File: config.mk
export PLATFORM = sky130hd
export DESIGN_NAME = load_store_unit_flat
export DESIGN_NICKNAME = d
export VERILOG_FILES = /design/src/rtl/lsu_pkg.sv /design/src/rtl/lsu_if.sv /design/src/rtl/lsu_align.sv /design/src/rtl/load_store_unit.sv /design/src/flat_wrapper.sv
export SDC_FILE = /design/constraint.sdc
export NUM_CORES = 1
export LEC_CHECK = 0
export CAP_MARGIN = 30
export CORE_MARGIN = 4
export CORE_UTILIZATION = 50
export CTS_CLUSTER_DIAMETER = 80
export DETAILED_ROUTE_END_ITERATION = 7
export PLACE_DENSITY = 0.91
export RECOVER_POWER = 25
export SYNTH_ARGS = -nofsm -noshare
export SYNTH_HDL_FRONTEND = slang
export SYNTH_SLANG_ARGS = --single-unit
File: constraint.sdc
create_clock -name clk -period 3.9 [get_ports clk]
set_input_delay 0.585 -clock clk [delete_from_list [all_inputs] [get_ports clk]]
set_output_delay 0.585 -clock clk [all_outputs]
set_load 0.01 [all_outputs]
File: src/rtl/lsu_pkg.sv
// Shared constants, state encoding and funct3 size helpers for the load/store unit.
package lsu_pkg;

  localparam int LANE_W = 8;

  localparam logic [2:0] F3_B  = 3'b000;
  localparam logic [2:0] F3_H  = 3'b001;
  localparam logic [2:0] F3_W  = 3'b010;
  localparam logic [2:0] F3_BU = 3'b100;
  localparam logic [2:0] F3_HU = 3'b101;

  typedef enum logic [1:0] {
    ST_IDLE    = 2'd0,
    ST_RD_WAIT = 2'd1,
    ST_WRITE   = 2'd2,
    ST_RESP    = 2'd3
  } lsu_state_t;

  // Illegal encodings (011, 11x) all have bit 1 set, so they fall out as word accesses.
  function automatic logic is_word(input logic [2:0] f3);
    return f3[1];
  endfunction

  function automatic logic is_half(input logic [2:0] f3);
    return f3[1:0] == 2'b01;
  endfunction

  function automatic logic is_byte(input logic [2:0] f3);
    return f3[1:0] == 2'b00;
  endfunction

endpackage

File: src/rtl/lsu_if.sv
// Request/response and data-memory bus of the load/store unit.
interface lsu_if #(
  parameter int ADDR_W = 32
);
  // Handshake: a request transfers on an edge where req_valid && req_ready are both
  // high (and clk_enable is high); rsp_valid is a single-cycle pulse with no backpressure.
  logic              req_valid;
  logic              req_ready;
  logic              req_store;
  logic [2:0]        req_funct3;
  logic [ADDR_W-1:0] req_addr;
  logic [31:0]       req_wdata;
  logic              rsp_valid;
  logic [31:0]       rsp_rdata;
  logic              rsp_fault;
  logic [ADDR_W-1:0] mem_addr;
  logic [31:0]       mem_wdata;
  logic              mem_we;
  logic [31:0]       mem_rdata;

  modport master (
    input  req_valid, req_store, req_funct3, req_addr, req_wdata, mem_rdata,
    output req_ready, rsp_valid, rsp_rdata, rsp_fault, mem_addr, mem_wdata, mem_we
  );

  modport slave (
    output req_valid, req_store, req_funct3, req_addr, req_wdata, mem_rdata,
    input  req_ready, rsp_valid, rsp_rdata, rsp_fault, mem_addr, mem_wdata, mem_we
  );
endinterface

File: src/rtl/lsu_align.sv
// Byte-lane datapath: load extract/extend and sub-word store merge into a read word.
module lsu_align
  import lsu_pkg::*;
(
  input  logic [2:0]  funct3,
  input  logic [1:0]  offset,
  input  logic [31:0] load_word,
  input  logic [31:0] old_word,
  input  logic [31:0] store_data,
  output logic [31:0] load_ext,
  output logic [31:0] merged
);

  logic [LANE_W-1:0]   lane_b;
  logic [2*LANE_W-1:0] lane_h;
  logic                sext;

  always_comb begin
    lane_b   = load_word[{offset, 3'b000} +: LANE_W];
    lane_h   = offset[1] ? load_word[31:16] : load_word[15:0];
    sext     = ~funct3[2];
    load_ext = load_word;
    merged   = store_data;
    if (is_byte(funct3)) begin
      load_ext = {{24{sext & lane_b[LANE_W-1]}}, lane_b};
      merged   = old_word;
      merged[{offset, 3'b000} +: LANE_W] = store_data[LANE_W-1:0];
    end else if (is_half(funct3)) begin
      load_ext = {{16{sext & lane_h[2*LANE_W-1]}}, lane_h};
      merged   = old_word;
      if (offset[1]) merged[31:16] = store_data[15:0];
      else           merged[15:0]  = store_data[15:0];
    end
  end

endmodule

File: src/rtl/load_store_unit.sv
// Data-memory master: one load/store at a time, sub-word stores via read-modify-write.
// Optional misaligned-access trap enabled by defining LSU_MISALIGN_TRAP_EN.
module load_store_unit
  import lsu_pkg::*;
#(
  parameter int READ_LATENCY = 2,
  parameter int ADDR_W       = 32
) (
  input  logic       clk,
  input  logic       rst_n,
  input  logic       clk_enable,
  lsu_if.master      bus,
  output lsu_state_t state_dbg
);

  localparam logic [1:0] S_IDLE    = 2'd0;
  localparam logic [1:0] S_RD_WAIT = 2'd1;
  localparam logic [1:0] S_WRITE   = 2'd2;
  localparam logic [1:0] S_RESP    = 2'd3;
  localparam logic [1:0] RL        = 2'(READ_LATENCY);

  logic [1:0]        state;
  logic [1:0]        cnt;
  logic              store_q;
  logic [2:0]        f3_q;
  logic [ADDR_W-1:0] addr_q;
  logic [31:0]       wdata_q;
  logic [31:0]       word_q;
  logic [31:0]       load_q;
  logic              fault_q;
  logic              misalign_trap;
  logic [ADDR_W-1:0] addr_fix;
  logic [31:0]       load_ext;
  logic [31:0]       merged;

`ifdef LSU_MISALIGN_TRAP_EN
  assign misalign_trap = (is_half(bus.req_funct3) && bus.req_addr[0]) ||
                         (is_word(bus.req_funct3) && (bus.req_addr[1:0] != 2'b00));
  assign addr_fix      = bus.req_addr;
`else
  // Without the trap, the offending low bits are dropped and the access goes ahead.
  assign misalign_trap = 1'b0;
  assign addr_fix      = is_word(bus.req_funct3) ? {bus.req_addr[ADDR_W-1:2], 2'b00} :
                         is_half(bus.req_funct3) ? {bus.req_addr[ADDR_W-1:1], 1'b0}  :
                                                   bus.req_addr;
`endif

  lsu_align u_align (
    .funct3     (f3_q),
    .offset     (addr_q[1:0]),
    .load_word  (bus.mem_rdata),
    .old_word   (word_q),
    .store_data (wdata_q),
    .load_ext   (load_ext),
    .merged     (merged)
  );

  always_ff @(posedge clk or negedge rst_n) begin
    if (!rst_n) begin
      state   <= S_IDLE;
      cnt     <= '0;
      store_q <= 1'b0;
      f3_q    <= '0;
      addr_q  <= '0;
      wdata_q <= '0;
      word_q  <= '0;
      load_q  <= '0;
      fault_q <= 1'b0;
    end else if (clk_enable) begin
      case (state)
        S_IDLE: begin
          if (bus.req_valid) begin
            store_q <= bus.req_store;
            f3_q    <= bus.req_funct3;
            addr_q  <= addr_fix;
            wdata_q <= bus.req_wdata;
            load_q  <= '0;
            fault_q <= misalign_trap;
            if (misalign_trap)                                  state <= S_RESP;
            else if (bus.req_store && is_word(bus.req_funct3))  state <= S_WRITE;
            else begin
              state <= S_RD_WAIT;
              cnt   <= RL;
            end
          end
        end
        S_RD_WAIT: begin
          // Read data is taken on the edge where the count reaches zero.
          cnt <= cnt - 2'd1;
          if (cnt == 2'd1) begin
            word_q <= bus.mem_rdata;
            load_q <= store_q ? 32'd0 : load_ext;
            state  <= store_q ? S_WRITE : S_RESP;
          end
        end
        default: state <= S_IDLE;
      endcase
    end
  end

  assign bus.req_ready = (state == S_IDLE);
  assign bus.rsp_valid = ((state == S_WRITE) || (state == S_RESP)) && clk_enable;
  assign bus.rsp_rdata = (state == S_RESP) ? load_q : 32'd0;
  assign bus.rsp_fault = (state == S_RESP) && fault_q;
  assign bus.mem_addr  = (state != S_IDLE) ? {addr_q[ADDR_W-1:2], 2'b00} : '0;
  assign bus.mem_we    = (state == S_WRITE) && clk_enable;
  assign bus.mem_wdata = (state == S_WRITE) ? merged : 32'd0;
  assign state_dbg     = lsu_state_t'(state);

endmodule

File: src/flat_wrapper.sv
// flat-port wrapper written by rule: the top's interface ports become plain ports
module load_store_unit_flat import lsu_pkg::*;
#(
  parameter int READ_LATENCY = 2,
  parameter int ADDR_W       = 32
)
  (clk, rst_n, clk_enable, state_dbg, bus_req_valid, bus_req_store, bus_req_funct3, bus_req_addr, bus_req_wdata, bus_mem_rdata, bus_req_ready, bus_rsp_valid, bus_rsp_rdata, bus_rsp_fault, bus_mem_addr, bus_mem_wdata, bus_mem_we);
  lsu_if #(.ADDR_W(ADDR_W)) bus_i ();
  input  logic clk;
  input  logic rst_n;
  input  logic clk_enable;
  output lsu_state_t state_dbg;
  input wire logic [$bits(bus_i.req_valid)-1:0] bus_req_valid;
  input wire logic [$bits(bus_i.req_store)-1:0] bus_req_store;
  input wire logic [$bits(bus_i.req_funct3)-1:0] bus_req_funct3;
  input wire logic [$bits(bus_i.req_addr)-1:0] bus_req_addr;
  input wire logic [$bits(bus_i.req_wdata)-1:0] bus_req_wdata;
  input wire logic [$bits(bus_i.mem_rdata)-1:0] bus_mem_rdata;
  output wire logic [$bits(bus_i.req_ready)-1:0] bus_req_ready;
  output wire logic [$bits(bus_i.rsp_valid)-1:0] bus_rsp_valid;
  output wire logic [$bits(bus_i.rsp_rdata)-1:0] bus_rsp_rdata;
  output wire logic [$bits(bus_i.rsp_fault)-1:0] bus_rsp_fault;
  output wire logic [$bits(bus_i.mem_addr)-1:0] bus_mem_addr;
  output wire logic [$bits(bus_i.mem_wdata)-1:0] bus_mem_wdata;
  output wire logic [$bits(bus_i.mem_we)-1:0] bus_mem_we;
  assign bus_i.req_valid = bus_req_valid;
  assign bus_i.req_store = bus_req_store;
  assign bus_i.req_funct3 = bus_req_funct3;
  assign bus_i.req_addr = bus_req_addr;
  assign bus_i.req_wdata = bus_req_wdata;
  assign bus_i.mem_rdata = bus_mem_rdata;
  assign bus_req_ready = bus_i.req_ready;
  assign bus_rsp_valid = bus_i.rsp_valid;
  assign bus_rsp_rdata = bus_i.rsp_rdata;
  assign bus_rsp_fault = bus_i.rsp_fault;
  assign bus_mem_addr = bus_i.mem_addr;
  assign bus_mem_wdata = bus_i.mem_wdata;
  assign bus_mem_we = bus_i.mem_we;
  load_store_unit #(.READ_LATENCY(READ_LATENCY), .ADDR_W(ADDR_W)) u_core (.clk(clk), .rst_n(rst_n), .clk_enable(clk_enable), .bus(bus_i), .state_dbg(state_dbg));
endmodule
==> impl_summary.md <==
Status
The run finished, with violations left. The final reports fail on max-capacitance violations, max-slew violations.

Logic synthesis
The post-synthesis async set-or-reset flop share is 100.0%. Summed over all instances, the cell type with the most area after synthesis is dfrtp_1. For this run, the leading register cell type out of synthesis is dfrtp_1. The register area share after synthesis is between 40 and 50%. Yosys printed 0 warnings.

The instance count of the mapped netlist is approximately 700. A synthesized cell averages 11.07 µm². The synthesized flop and latch total is around 140.

Yosys mapped the design onto 52 distinct sky130hd cell types. The cell area that synthesis handed to floorplanning was slightly below 8000 µm². In this run, synthesis inferred 0 flip-flops with an integrated enable. The share of the synthesized area in the top cell type is about 44%. Sorting the synthesized cells by area gives the leading types as dfrtp_1, mux2_2, and3_1, nor2b_1, a221oi_1.

Detailed routing
The pre-antenna-repair detailed-routing pass consisted of 6 iterations. The antenna violation net count after detailed routing is 0. After detailed routing, the average wire length per cell comes to around 22 µm. The aggregate routed wire length is 24040 µm. In the routed design, unresolved DRC markers number 0.

After the first detailed-routing iteration, the DRC count stood at 635. After detailed routing, the number of vias per cell comes to between 6 and 7. The total number of vias is between 6000 and 7000.

CTS
The number of gates resized after CTS is 0. The number of buffers created by CTS is 17. The buffer type at the clock tree root is clkbuf_16. The clock net in this run drives a total of about 140 sinks. The source-to-sink clock delay at the later pin of the worst-skew pair is between 0.4 and 0.5 ns. The clock passes through at most 2 buffers. After clock tree synthesis, the clock-pin slew on the worst setup and hold paths is ~0.06 ns. The number of setup buffers added after CTS is 0. The number of hold buffers added after CTS is 0. The H-tree generated during clock tree synthesis spans 4 levels. TritonCTS built the clock tree.

Layout
The final cell count without fillers is 1069. The final net count is 978. The number of antenna repair diodes is 0. The post-route netlist has between 20% and 30% of its cells at a drive strength greater than 1. In the layout the commonest cells are clkdlybuf4s50_1, dfrtp_1, mux2_2. The filler cells instantiated in the layout total approximately 1100.

The most common library cell in the layout ignoring fill and taps is clkdlybuf4s50_1. The area overhead of the layout relative to synthesis is 34.49%.

Hold path
The worst hold path belongs to the class reg2reg.

Worst setup path
The register-to-register setup slack is about 1.4 ns. STA puts the critical path data arrival time at 3.08 ns. At the worst endpoint, the required time is roughly 3.3 ns. The setup path with the least slack is of type reg2out. The type of origin of the critical path is a flop. The kind of end point of the critical path is an output pin.

The highest net fanout along the worst path is 33.

Timing
The final critical path takes up a little over nine tenths of the cycle. The final count of pins violating max slew came to 90. The worst pin sits at a relative slew slack of -48.74%. Setup repair after global routing left no endpoint under its margin. The setup violation total in the final timing report is 0. The smallest clock period supported by the final layout is computed as around 3.7 ns. Timing would allow up to 272.9 MHz. The final number of hold-violating endpoints is 0.

For the pin with the worst max-slew slack, the measured transition is approximately 2.2 ns. The final worst clock skew is between 0.008 and 0.009 ns. After layout, the worst setup slack is approximately 0.24 ns. After routing, the total negative slack on setup checks comes to 0 ns. Final hold analysis gives a worst-case slack of around 0.49 ns.

GRT
Entering global routing, the biggest net connects 90 pins. The number of antenna violations at the first check in global routing is 0. The number of global-route vias before repair was about 7000. Summed over all layers, the global routing overflow is 0.

The first-pass GRT wire length is between 30000 and 40000 µm. The overall track demand over capacity in global routing is between 20% and 30%.

Placement
The count of buffers added on input and output ports is roughly 200. In this run, placement finished with an instance count of just over 1000. After legalization and detailed placement, the total HPWL measured between 15000 and 20000 µm. The weighted congestion reported at the end of routability-driven placement is 0.9233.

Prior to clock tree synthesis, the placed netlist has a worst setup slack of roughly 0.75 ns.

Pwr
In this run the static leakage power is between 4 and 5 nW. Summing internal, switching and leakage power gives around 8 mW. The power density relative to cell area is between 700 and 800 nW/µm².

IR analysis of the VDD net gives a maximum drop of about 490 µV.

Floorplanning
The starting utilization of the core area is 50.96%. The die is about 130 µm wide. The die covers ~17000 µm². From bottom edge to top edge, the die measures about 130 µm. The placement row count is 45. The region available for standard cell placement spans around 15000 µm². The I/O pin count is slightly above 200.

Run
Max-cap violations in this run came to 1.
-- state kept, by name, summed over array words and instances (netlist names) --
register          flops
u_core.cnt            2
u_core.f3_q           3
u_core.state_dbg      2
u_core.wdata_q       32
u_core.word_q        32
u_core.store_q        1
u_core.addr_q        32
u_core.load_q        32
-- per-stage QoR --
| step | utilization (%) | instance area [µm²] |
|---|---|---|
| 6_report | 68.54 | 10380 |
| 5_1_grt | 68.54 | 10380 |
| 4_1_cts | 68.51 | 10380 |
| 3_5_place_dp | 64.44 | 9761 |
| 3_3_place_gp | 64.44 | 9761 |
| 2_1_floorplan | - | 7726 |
-- cells in the mapped netlist (all sizes together) (6+ instances only) --
library cell	n
dfrtp	136
mux2	117
nor2	43
o21ai	41
buf	38
and3	34
clkbuf	33
nor2b	33
a221oi	24
o41ai	24
nand2	20
nor3	16
o22ai	16
nor3b	11
a21oi	10
and4b	10
a211oi	9
o211ai	9
o21a	9
a311oi	8
o31ai	8
inv	7
mux4	7
ha	6
-- per-layer routing --
| metal | track usage, % | vias up | wire length, µm |
|---|---|---|---|
| met3 | 10.34 | 70 | 2854 |
| met2 | 43.10 | 423 | 11020 |
| met5 | 0 | - | 0 |
| li1 | - | 2947 | - |
| met4 | 10.39 | 0 | 772 |
| met1 | 35.17 | 3328 | 9395 |
-- critical path, stage by stage, from the launching register on --
cell,delay (ns)
dfrtp_1,0.79
or2_2,0.66
buf_4,0.33
a221oi_1,0.07
nor3_1,0.17
clkdlybuf4s50_1,0.62
-- power by group --
| part | switching [mW] | internal [mW] |
|---|---|---|
| clock network | 0.622 | 1.06 |
| logic | 1.78 | 1.83 |
| registers | 0.598 | 2.08 |
-- final timing paths --
| check | depth (start not counted) | from | endpoint |
|---|---|---|---|
| max in group asynchronous | 2 | rst_n | u_core.load_q[7] |
| min in group asynchronous | 1 | rst_n | u_core.word_q[8] |
| setup reg to reg | 3 | u_core.f3_q[1] | u_core.load_q[15] |
| setup / recovery | 5 | u_core.f3_q[1] | bus_mem_wdata[23] |
| hold / removal | 2 | u_core.load_q[19] | u_core.load_q[19] |
| hold reg to reg | 2 | u_core.load_q[19] | u_core.load_q[19] |
-- kinds of logic (layout without fill, tap and decap cells) --
kind of cell    Yosys count  count (layout)  synth area share (%)
mux                     129             129                 19.86
compound gates          165             165                 16.39
simple gates            182             182                 13.47
flops                   136             136                 44.09
other cells               1               3               0.04858
fa+ha+maj                 6               6                0.9726
buf+inv                  78             260                 5.171
-- area by class of cell --
class	instances	area [µm²]	area share [%]
Clock inverter	11	145.1	1.398
Multi-Input combinational cell	485	3925	37.81
Tap cell	188	235.2	2.266
Inverter	7	26.28	0.2531
Clock buffer	21	470.5	4.532
Sequential cell	136	3403	32.78
Timing Repair Buffer	221	2176	20.96
(Power assumes the default switching activity.)
